## src/rtl/sram_req_ctrl.sv

```systemverilog
// Request/response to single-port synchronous SRAM bridge for one memory-mapped slot.
// One outstanding request; out-of-window offsets answer with an error and never touch the SRAM.
module sram_req_ctrl #(
  parameter int abits       = 12,
  parameter int log2_window = 20,
  parameter int rd_latency  = 1,
  parameter int addr_bits   = 32,
  parameter int data_bits   = 64,
  parameter int data_bytes  = data_bits / 8
) (
  input  logic                  i_clk,
  input  logic                  i_rst,
  input  logic                  i_req_valid,
  output logic                  o_req_ready,
  input  logic [addr_bits-1:0]  i_req_addr,
  input  logic                  i_req_write,
  input  logic [data_bits-1:0]  i_req_wdata,
  input  logic [data_bytes-1:0] i_req_wstrb,
  input  logic                  i_req_last,
  output logic                  o_resp_valid,
  input  logic                  i_resp_ready,
  output logic [data_bits-1:0]  o_resp_rdata,
  output logic                  o_resp_last,
  output logic                  o_resp_err,
  output logic                  o_mem_cs,
  output logic                  o_mem_we,
  output logic [abits-1:0]      o_mem_addr,
  output logic [data_bytes-1:0] o_mem_wstrb,
  output logic [data_bits-1:0]  o_mem_wdata,
  input  logic [data_bits-1:0]  i_mem_rdata
);

  typedef enum logic [1:0] {IDLE, ACCESS, RD_WAIT, RESP} state_t;

  localparam logic [1:0] lat_m1 = 2'(rd_latency - 1);

  state_t     state;
  logic [1:0] rd_cnt;
  logic       accept;
  logic       req_err;
  logic       unused_addr_bits;

  generate
    if (log2_window > abits + 3) begin : g_err_decode
      assign req_err = |i_req_addr[log2_window-1:abits+3];
    end else begin : g_no_err_decode
      assign req_err = 1'b0;
    end
  endgenerate

  // Byte-lane bits and bits above the window are decoded elsewhere.
  assign unused_addr_bits = ^{i_req_addr[addr_bits-1:log2_window], i_req_addr[2:0]};

  // Held low during reset so the upstream adapter cannot hand over a beat that would be lost.
  assign o_req_ready  = ~i_rst & ((state == IDLE) | ((state == RESP) & i_resp_ready));
  assign accept       = i_req_valid & o_req_ready;
  assign o_resp_valid = (state == RESP);

  always_ff @(posedge i_clk) begin
    // NOTE: non-blocking assignments throughout, so every register sees pre-edge values
    // and the accept branch below can override the state-machine defaults cleanly.
    if (i_rst) begin
      state        <= IDLE;
      rd_cnt       <= '0;
      o_resp_rdata <= '0;
      o_resp_last  <= 1'b0;
      o_resp_err   <= 1'b0;
      o_mem_cs     <= 1'b0;
      o_mem_we     <= 1'b0;
      o_mem_addr   <= '0;
      o_mem_wstrb  <= '0;
      o_mem_wdata  <= '0;
    end else begin
      o_mem_cs <= 1'b0;

      case (state)
        IDLE: ;
        ACCESS: begin
          if (o_mem_we) begin
            state <= RESP;
          end else begin
            state  <= RD_WAIT;
            rd_cnt <= lat_m1;
          end
        end
        RD_WAIT: begin
          if (rd_cnt == 2'd0) begin
            o_resp_rdata <= i_mem_rdata;
            state        <= RESP;
          end else begin
            rd_cnt <= rd_cnt - 2'd1;
          end
        end
        RESP: begin
          if (i_resp_ready) state <= IDLE;
        end
        default: state <= IDLE;
      endcase

      // A new beat (from Idle or back-to-back out of Resp) takes priority over the defaults above.
      if (accept) begin
        o_resp_last  <= i_req_last;
        o_resp_err   <= req_err;
        o_resp_rdata <= '0;
        if (req_err) begin
          state <= RESP;
        end else begin
          state       <= ACCESS;
          o_mem_cs    <= 1'b1;
          o_mem_we    <= i_req_write;
          o_mem_addr  <= i_req_addr[abits+2:3];
          o_mem_wstrb <= i_req_wstrb;
          o_mem_wdata <= i_req_wdata;
        end
      end
    end
  end

endmodule
```

## config.mk

```make
export PLATFORM = sky130hd
export DESIGN_NAME = sram_req_ctrl
export DESIGN_NICKNAME = d
export VERILOG_FILES = /design/src/rtl/sram_req_ctrl.sv
export SDC_FILE = /design/constraint.sdc
export NUM_CORES = 1
export LEC_CHECK = 0
export BUFFER_PORTS_ARGS = -buffer_cell sky130_fd_sc_hd__clkbuf_2
export CORE_AREA = 2 2 129 131
export CTS_BUF_LIST = sky130_fd_sc_hd__clkbuf_16
export DETAILED_ROUTE_END_ITERATION = 10
export DIE_AREA = 0 0 131 133
export GPL_ROUTABILITY_DRIVEN = 0
export PLACE_DENSITY = 0.66
export SKIP_LAST_GASP = 1
export SYNTH_ARGS = -nofsm -noshare
export SYNTH_HDL_FRONTEND = slang
export SYNTH_SLANG_ARGS = --single-unit
```

## constraint.sdc

```tcl
create_clock -name i_clk -period 3.8 [get_ports i_clk]
set_clock_uncertainty 0.15 [all_clocks]
set_input_delay 0.76 -clock i_clk [delete_from_list [all_inputs] [get_ports i_clk]]
set_output_delay 0.76 -clock i_clk [all_outputs]
set_load 0.03 [all_outputs]
```

==> impl_metrics.yaml, run 1 <==
status:
  outcome: "finished clean"
critical_path:
  cp_slowest_cell: "or4_2"
  cp_max_fo: 84
  path_class: "primary input to flop"
  cp_slowest_stage_delay_ps: 660
  cp-end-kind: "flop"
  cp-start-kind: "primary input"
  cp.arrival_ps: 2870
  cp.required_ps: 3900
  path_cells: "clkbuf_2 > or4_1 > or4_2 > buf_4 > nand2_1 > a21oi_1"
synth:
  yosysSeqAreaShare_pct: 56.60
  synth.largest_area_cell: "dfxtp_1"
  ys_ff_latch: 156
  syn_avg_cell_area_um2: 7.883
  syn_inst: 700
  synth_area_leaders: "dfxtp_1 57%, nand2_1 21%, a21oi_1 14%"
  syn-num-nets: 880
  yosysWarnings: 0
  syn-cell-area_um2: 5518
  synth_cell_types: 21
  netlist.area_leader.share_pct: 56.60
finish:
  diodes: 0
  multiInputGateArea_um2: 2142
  fillers: 1654
  regArea_um2: 3123
  layout_commonest_cell: "clkbuf_2"
  final_cell_mix: "311 x clkbuf_2, 301 x nand2_1, 156 x dfxtp_1, 154 x a21oi_1, 17 x clkbuf_16"
  drive_above_1_share_pct: 35.20
  nNetsFinal: 1167
  area_growth_pct: 41.77
detailed_routing:
  vias: 5442
  route.final.wire_length_um: 15950
  drt_iter0_markers: 250
  drt_pass1_iterations: 6
  post_drt_via_cell_ratio: 4.461
  ant_nets: 0
  drc_errors: 0
  wl_per_cell_um: 13.08
sta:
  period_needed_ps: 2766
  hold_viol_final: 0
  fin_setup_tns_ps: 0
  period_share_pct: 72.80
  setup_viol: 0
  hold_ws_ps: 301.8
  rsz0062_at_grt: "no"
  relSlewSlack_pct: 40.63
  max_freq_mhz: 361.5
  tightestPinTransition_ps: 890.6
  slew_viol_final: 0
clock_tree:
  cts_resized: 0
  clk_pin_slew_ps: 60
  ctsHoldBuffers: 0
  insertion_delay_ps: 410
  post_cts_buffers: 0
  htree_levels: 4
  cts_buffer_depth: 2
  clock_sinks: 156
  cts_made_buffers: 17
  cts_root_buffer: "clkbuf_16"
  cts_tree: "built"
floorplanning:
  die_h_um: 133
  fp.dieArea_um2: 17420
  core-area_um2: 16170
  die_width_um: 131
  num_io_pins: 328
  initial_core_util_pct: 34.12
  rows: 47
pwr:
  ir_drop_v: 0.0003846
  p_leak_nw: 3.460
  p_per_area_nw_per_um2: 648.1
global_routing:
  antenna_found_initial: 0
  overflow: 0
  grt_max_degree: 87
  grt_pass1_wl_um: 24160
  grt_pass1_vias: 4927
  grt_usage_pct: 17.48
placement:
  portBuffers: 312
  hpwl_um: 11280
flow_run:
  maxCapViolCount: 0
worst_hold_path:
  hold_path.class: "flop to flop"
-- report_power, final --
part	switching [mW]	internal [mW]
sequential	0.102	1.82
combinational	0.926	0.370
clock	0.679	1.17
-- worst paths after layout --
kind	slack [ps]	startpoint	cells after the start	endpoint
hold / removal	300	o_mem_wdata[30]$_SDFFE_PP0P_	2	o_mem_wdata[30]$_SDFFE_PP0P_
hold reg to reg	300	o_mem_wdata[30]$_SDFFE_PP0P_	2	o_mem_wdata[30]$_SDFFE_PP0P_
setup reg to reg	1160	state[1]$_SDFFE_PP0P_	6	o_mem_wdata[10]$_SDFFE_PP0P_
setup / recovery	1030	i_req_addr[15]	6	o_mem_wdata[10]$_SDFFE_PP0P_
-- routing by layer --
| layer | vias to the layer above | wire length, µm | share of wire (%) | GRT usage (%) |
|---|---|---|---|---|
| li1 | 2814 | - | - | - |
| met2 | 214 | 7484 | 47 | 29.04 |
| met1 | 2389 | 6647 | 42 | 20.15 |
| met3 | 25 | 1489 | 9.3 | 7.036 |
| met4 | 0 | 333 | 2.1 | 6.265 |
| met5 | - | 0 | 0 | 0 |
-- layout make-up --
class,instances,area share (%)
Multi-Input combinational cell,489,27.38
Inverter,5,0.2559
Timing Repair Buffer,318,20.70
Sequential cell,156,39.92
Clock inverter,15,2.783
Tap cell,220,3.519
Clock buffer,17,5.438
-- state kept, by name (all words and copies together), names as in the netlist --
register	cells
o_resp_last	1
state	2
o_mem_addr	12
o_resp_rdata	64
o_mem_wstrb	8
o_mem_wdata	64
o_resp_err	1
o_mem_cs	1
rd_cnt	2
o_mem_we	1
-- critical path, delay by kind of cell --
family / cells / cell delay [ps]
AND/OR/NAND/NOR: 3 / 1450
buffers and inverters: 2 / 510
AO/OA/AOI/OAI: 1 / 80
-- Yosys cell counts --
library cell / number
a21oi_1: 154
and2_1: 1
buf_2: 10
buf_6: 5
clkbuf_1: 35
clkinv_2: 1
dfxtp_1: 156
ha_1: 6
inv_1: 4
mux2i_1: 2
nand2_1: 302
nand2b_1: 3
nand3_1: 2
nand3b_1: 2
nor2_1: 6
nor2b_1: 2
nor3_1: 2
nor4_1: 1
o21ai_0: 3
or2_2: 1
or4_1: 2
-- cells by family after synthesis --
| family | count (synthesis) | share of synthesized area [%] |
|---|---|---|
| and+or+nand+nor | 324 | 22.77 |
| AOI/OAI and AO/OA | 157 | 14.24 |
| DFF | 156 | 56.60 |
| adders and majority gates | 6 | 1.361 |
| buffers and inverters | 55 | 4.671 |
| muxes | 2 | 0.3628 |
-- metrics by stage --
stage	power [mW]	utilization, %	worst slack, ps	instance area, µm²	cells
after floorplan	2.855	-	1263	5518	700
after global placement	3.254	44.39	657.0	7179	1188
after detailed placement	3.274	44.39	654.4	7179	1188
after CTS	5.146	48.37	1081	7823	1220
after global routing	5.350	48.37	974.8	7823	1220
final	5.070	48.37	1034	7823	1220
Power figures use the tool's default switching activity.
==> run 2: changes to the inputs <==
--- a/config.mk
+++ b/config.mk
@@ -6,12 +6,12 @@
 export NUM_CORES = 1
 export LEC_CHECK = 0
 export BUFFER_PORTS_ARGS = -buffer_cell sky130_fd_sc_hd__clkbuf_2
-export CORE_AREA = 2 2 129 131
+export CORE_AREA = 2 2 126 128
 export CTS_BUF_LIST = sky130_fd_sc_hd__clkbuf_16
 export DETAILED_ROUTE_END_ITERATION = 10
-export DIE_AREA = 0 0 131 133
+export DIE_AREA = 0 0 128 130
 export GPL_ROUTABILITY_DRIVEN = 0
-export PLACE_DENSITY = 0.66
+export PLACE_DENSITY = 0.71
 export SKIP_LAST_GASP = 1
 export SYNTH_ARGS = -nofsm -noshare
 export SYNTH_HDL_FRONTEND = slang
==> constraint.sdc (replaced) <==
create_clock -name i_clk -period 2.53 [get_ports i_clk]
set_clock_uncertainty 0.15 [all_clocks]
set_input_delay 0.506 -clock i_clk [delete_from_list [all_inputs] [get_ports i_clk]]
set_output_delay 0.506 -clock i_clk [all_outputs]
set_load 0.03 [all_outputs]
==> run 2 against run 1 <==
Against the previous run: wire length fell by 1.6%; largest power group unchanged; setup slack worse by 880 ps; clock power up 43%; die area is 4.5% lower; register-to-register slack got worse by 980 ps; critical path depth is 1 lower; combinational power is 55% higher; global-route usage grew 0.41 points; sequential power increased by 50%; core utilization up 2.5 points; power is 49% higher.
==> impl_metrics.yaml, run 2 (synthesized netlist as in run 1, its figures left out) <==
clock_tree:
  cts_root_buffer: "clkbuf_16"
  cts_made_buffers: 17
  clock_sinks: 156
  cts_tree: "built"
  clk_pin_slew_ps: 60
  htree_levels: 4
  insertion_delay_ps: 410
  ctsHoldBuffers: 0
  cts_buffer_depth: 2
critical_path:
  cp-end-kind: "output pin"
  reg2reg_depth: 6
  cp.required_ps: 1870
  rr_endpoint: "state[1]$_SDFFE_PP0P_"
  cp_slowest_cell: "dfxtp_1"
  cp_slowest_stage_delay_ps: 410
  r2r-start: "state[0]$_SDFFE_PP0P_"
  worst-path-buf-inv: 2
  cp.arrival_ps: 1720
  cp-start-kind: "flop"
  endpoint: "o_req_ready"
  ff2ff_setup_slack_ps: 180
  path_class: "flop to output pin"
  cp-startpoint: "state[0]$_SDFFE_PP0P_"
  critPathTopFamily: "flip-flops"
  cp.depth: 5
  path_cells: "inv_1 > ha_1 > a21oi_1 > nor2_1 > clkbuf_2"
  cp_max_fo: 5
global_routing:
  grt_pass1_vias: 4952
  grt_max_degree: 65
  top_usage_layer: "met2"
  grt_usage_pct: 17.89
  use_met1_pct: 21.73
  antenna_found_initial: 0
  overflow: 0
  grt_use_met2_pct: 29.13
  grtUsageMet3_pct: 5.043
  grt_pass1_wl_um: 23780
floorplanning:
  rows: 46
  num_io_pins: 328
  fp.dieArea_um2: 16640
  core-area_um2: 15420
  die_h_um: 130
  initial_core_util_pct: 35.77
  die_width_um: 128
placement:
  post-place-ws_ps: -104.9
  place_inst: 1168
  portBuffers: 312
  placed_area_um2: 7242
  hpwl_um: 11090
worst_hold_path:
  hold_path_startpoint: "i_req_last"
  hold_path.class: "primary input to flop"
pwr:
  pwr-share-comb_pct: 26.7
  p_seq_share_pct: 38.3
  ir_drop_v: 0.0005406
  power.total_mw: 7.552
  p_leak_nw: 3.490
  clkPwrFrac_pct: 35.0
  p_per_area_nw_per_um2: 962.2
  p_int_mw: 4.995
  power.net_switching_mw: 2.557
  switching_share_pct: 33.86
finish:
  top_regs: "o_mem_wdata (64), o_resp_rdata (64), o_mem_addr (12)"
  multiInputGateArea_um2: 2145
  fillers: 1562
  diodes: 0
  regArea_um2: 3124
  drive_above_1_share_pct: 35.65
  area_growth_pct: 42.24
  nNetsFinal: 1175
  layout_commonest_cell: "clkbuf_2"
  finalNonFillerCells: 1199
  final_cell_mix: "311 x clkbuf_2, 301 x nand2_1, 155 x dfxtp_1, 154 x a21oi_1, 17 x clkbuf_16"
  stdcell_area_um2: 7849
sta:
  setup_viol: 0
  max_freq_mhz: 420.7
  tightestPinTransition_ps: 726.0
  period_share_pct: 93.96
  setup_ws_ps: 152.8
  relSlewSlack_pct: 51.60
  hold_viol_final: 0
  period_needed_ps: 2377
  rsz0062_at_grt: "no"
  slew_viol_final: 0
detailed_routing:
  drt_pass1_iterations: 4
  route.final.wire_length_um: 15700
  post_drt_via_cell_ratio: 4.606
  drt_iter0_markers: 235
  drc_errors: 0
  ant_nets: 0
  vias: 5522
  wl_per_cell_um: 13.09
status:
  outcome: "finished clean"
flow_run:
  maxCapViolCount: 0
-- run 2: power by group through the flow --
stage	logic [mW]	clock network [mW]	registers, mW
floorplan	0.846	0	3.44
global placement	2.02	0	2.93
detailed placement	2.03	0	2.94
CTS	2.03	2.69	2.89
global route	2.21	2.80	2.93
finish	2.02	2.64	2.89
-- run 2: how the worst min path moves through the flow --
| stage | cells after the start | slack, ps | endpoint |
|---|---|---|---|
| floorplan | 2 | 290 | rd_cnt[0]$_SDFFE_PP0P_ |
| global placement | 2 | 290 | o_resp_rdata[50]$_SDFFE_PP0P_ |
| detailed placement | 2 | 300 | o_mem_wdata[9]$_SDFFE_PP0P_ |
| CTS | 3 | 120 | o_resp_last$_SDFFE_PP0P_ |
| global route | 3 | 130 | o_resp_last$_SDFFE_PP0P_ |
| finish | 3 | 140 | o_resp_last$_SDFFE_PP0P_ |
-- run 2: what timing repair did --
item,CTS,global route
resized for setup,0,2
setup endpoints to repair,0,74
buffers inserted,0,0
-- run 2: metrics by stage --
| step | setup TNS, ps | hold WS, ps | utilization (%) |
|---|---|---|---|
| detailed placement | -3494 | 295.8 | 46.95 |
| global placement | -2906 | 290.6 | 46.95 |
| CTS | 0 | 120.2 | 50.86 |
| finish | 0 | 143.8 | 50.88 |
| global route | 0 | 133.5 | 50.88 |
| floorplan | 0 | 286.3 | - |
-- run 2: final cells by class --
type                            count  area share, %
Clock buffer                       17          5.420
Timing Repair Buffer              326          21.87
Tap cell                          192          3.061
Clock inverter                     14          2.264
Sequential cell                   156          39.81
Multi-Input combinational cell    489          27.32
Inverter                            5         0.2551
-- run 2: per-layer routing --
layer / up-vias / share of wire [%]
met4: 0 / 3.3
li1: 2836 / -
met1: 2460 / 43
met2: 187 / 47
met5: - / 0
met3: 39 / 6.2
-- run 2: worst min-delay path, cell delays in order --
cell	delay [ps]
clkbuf_2	70
nand2_1	30
o21ai_0	50
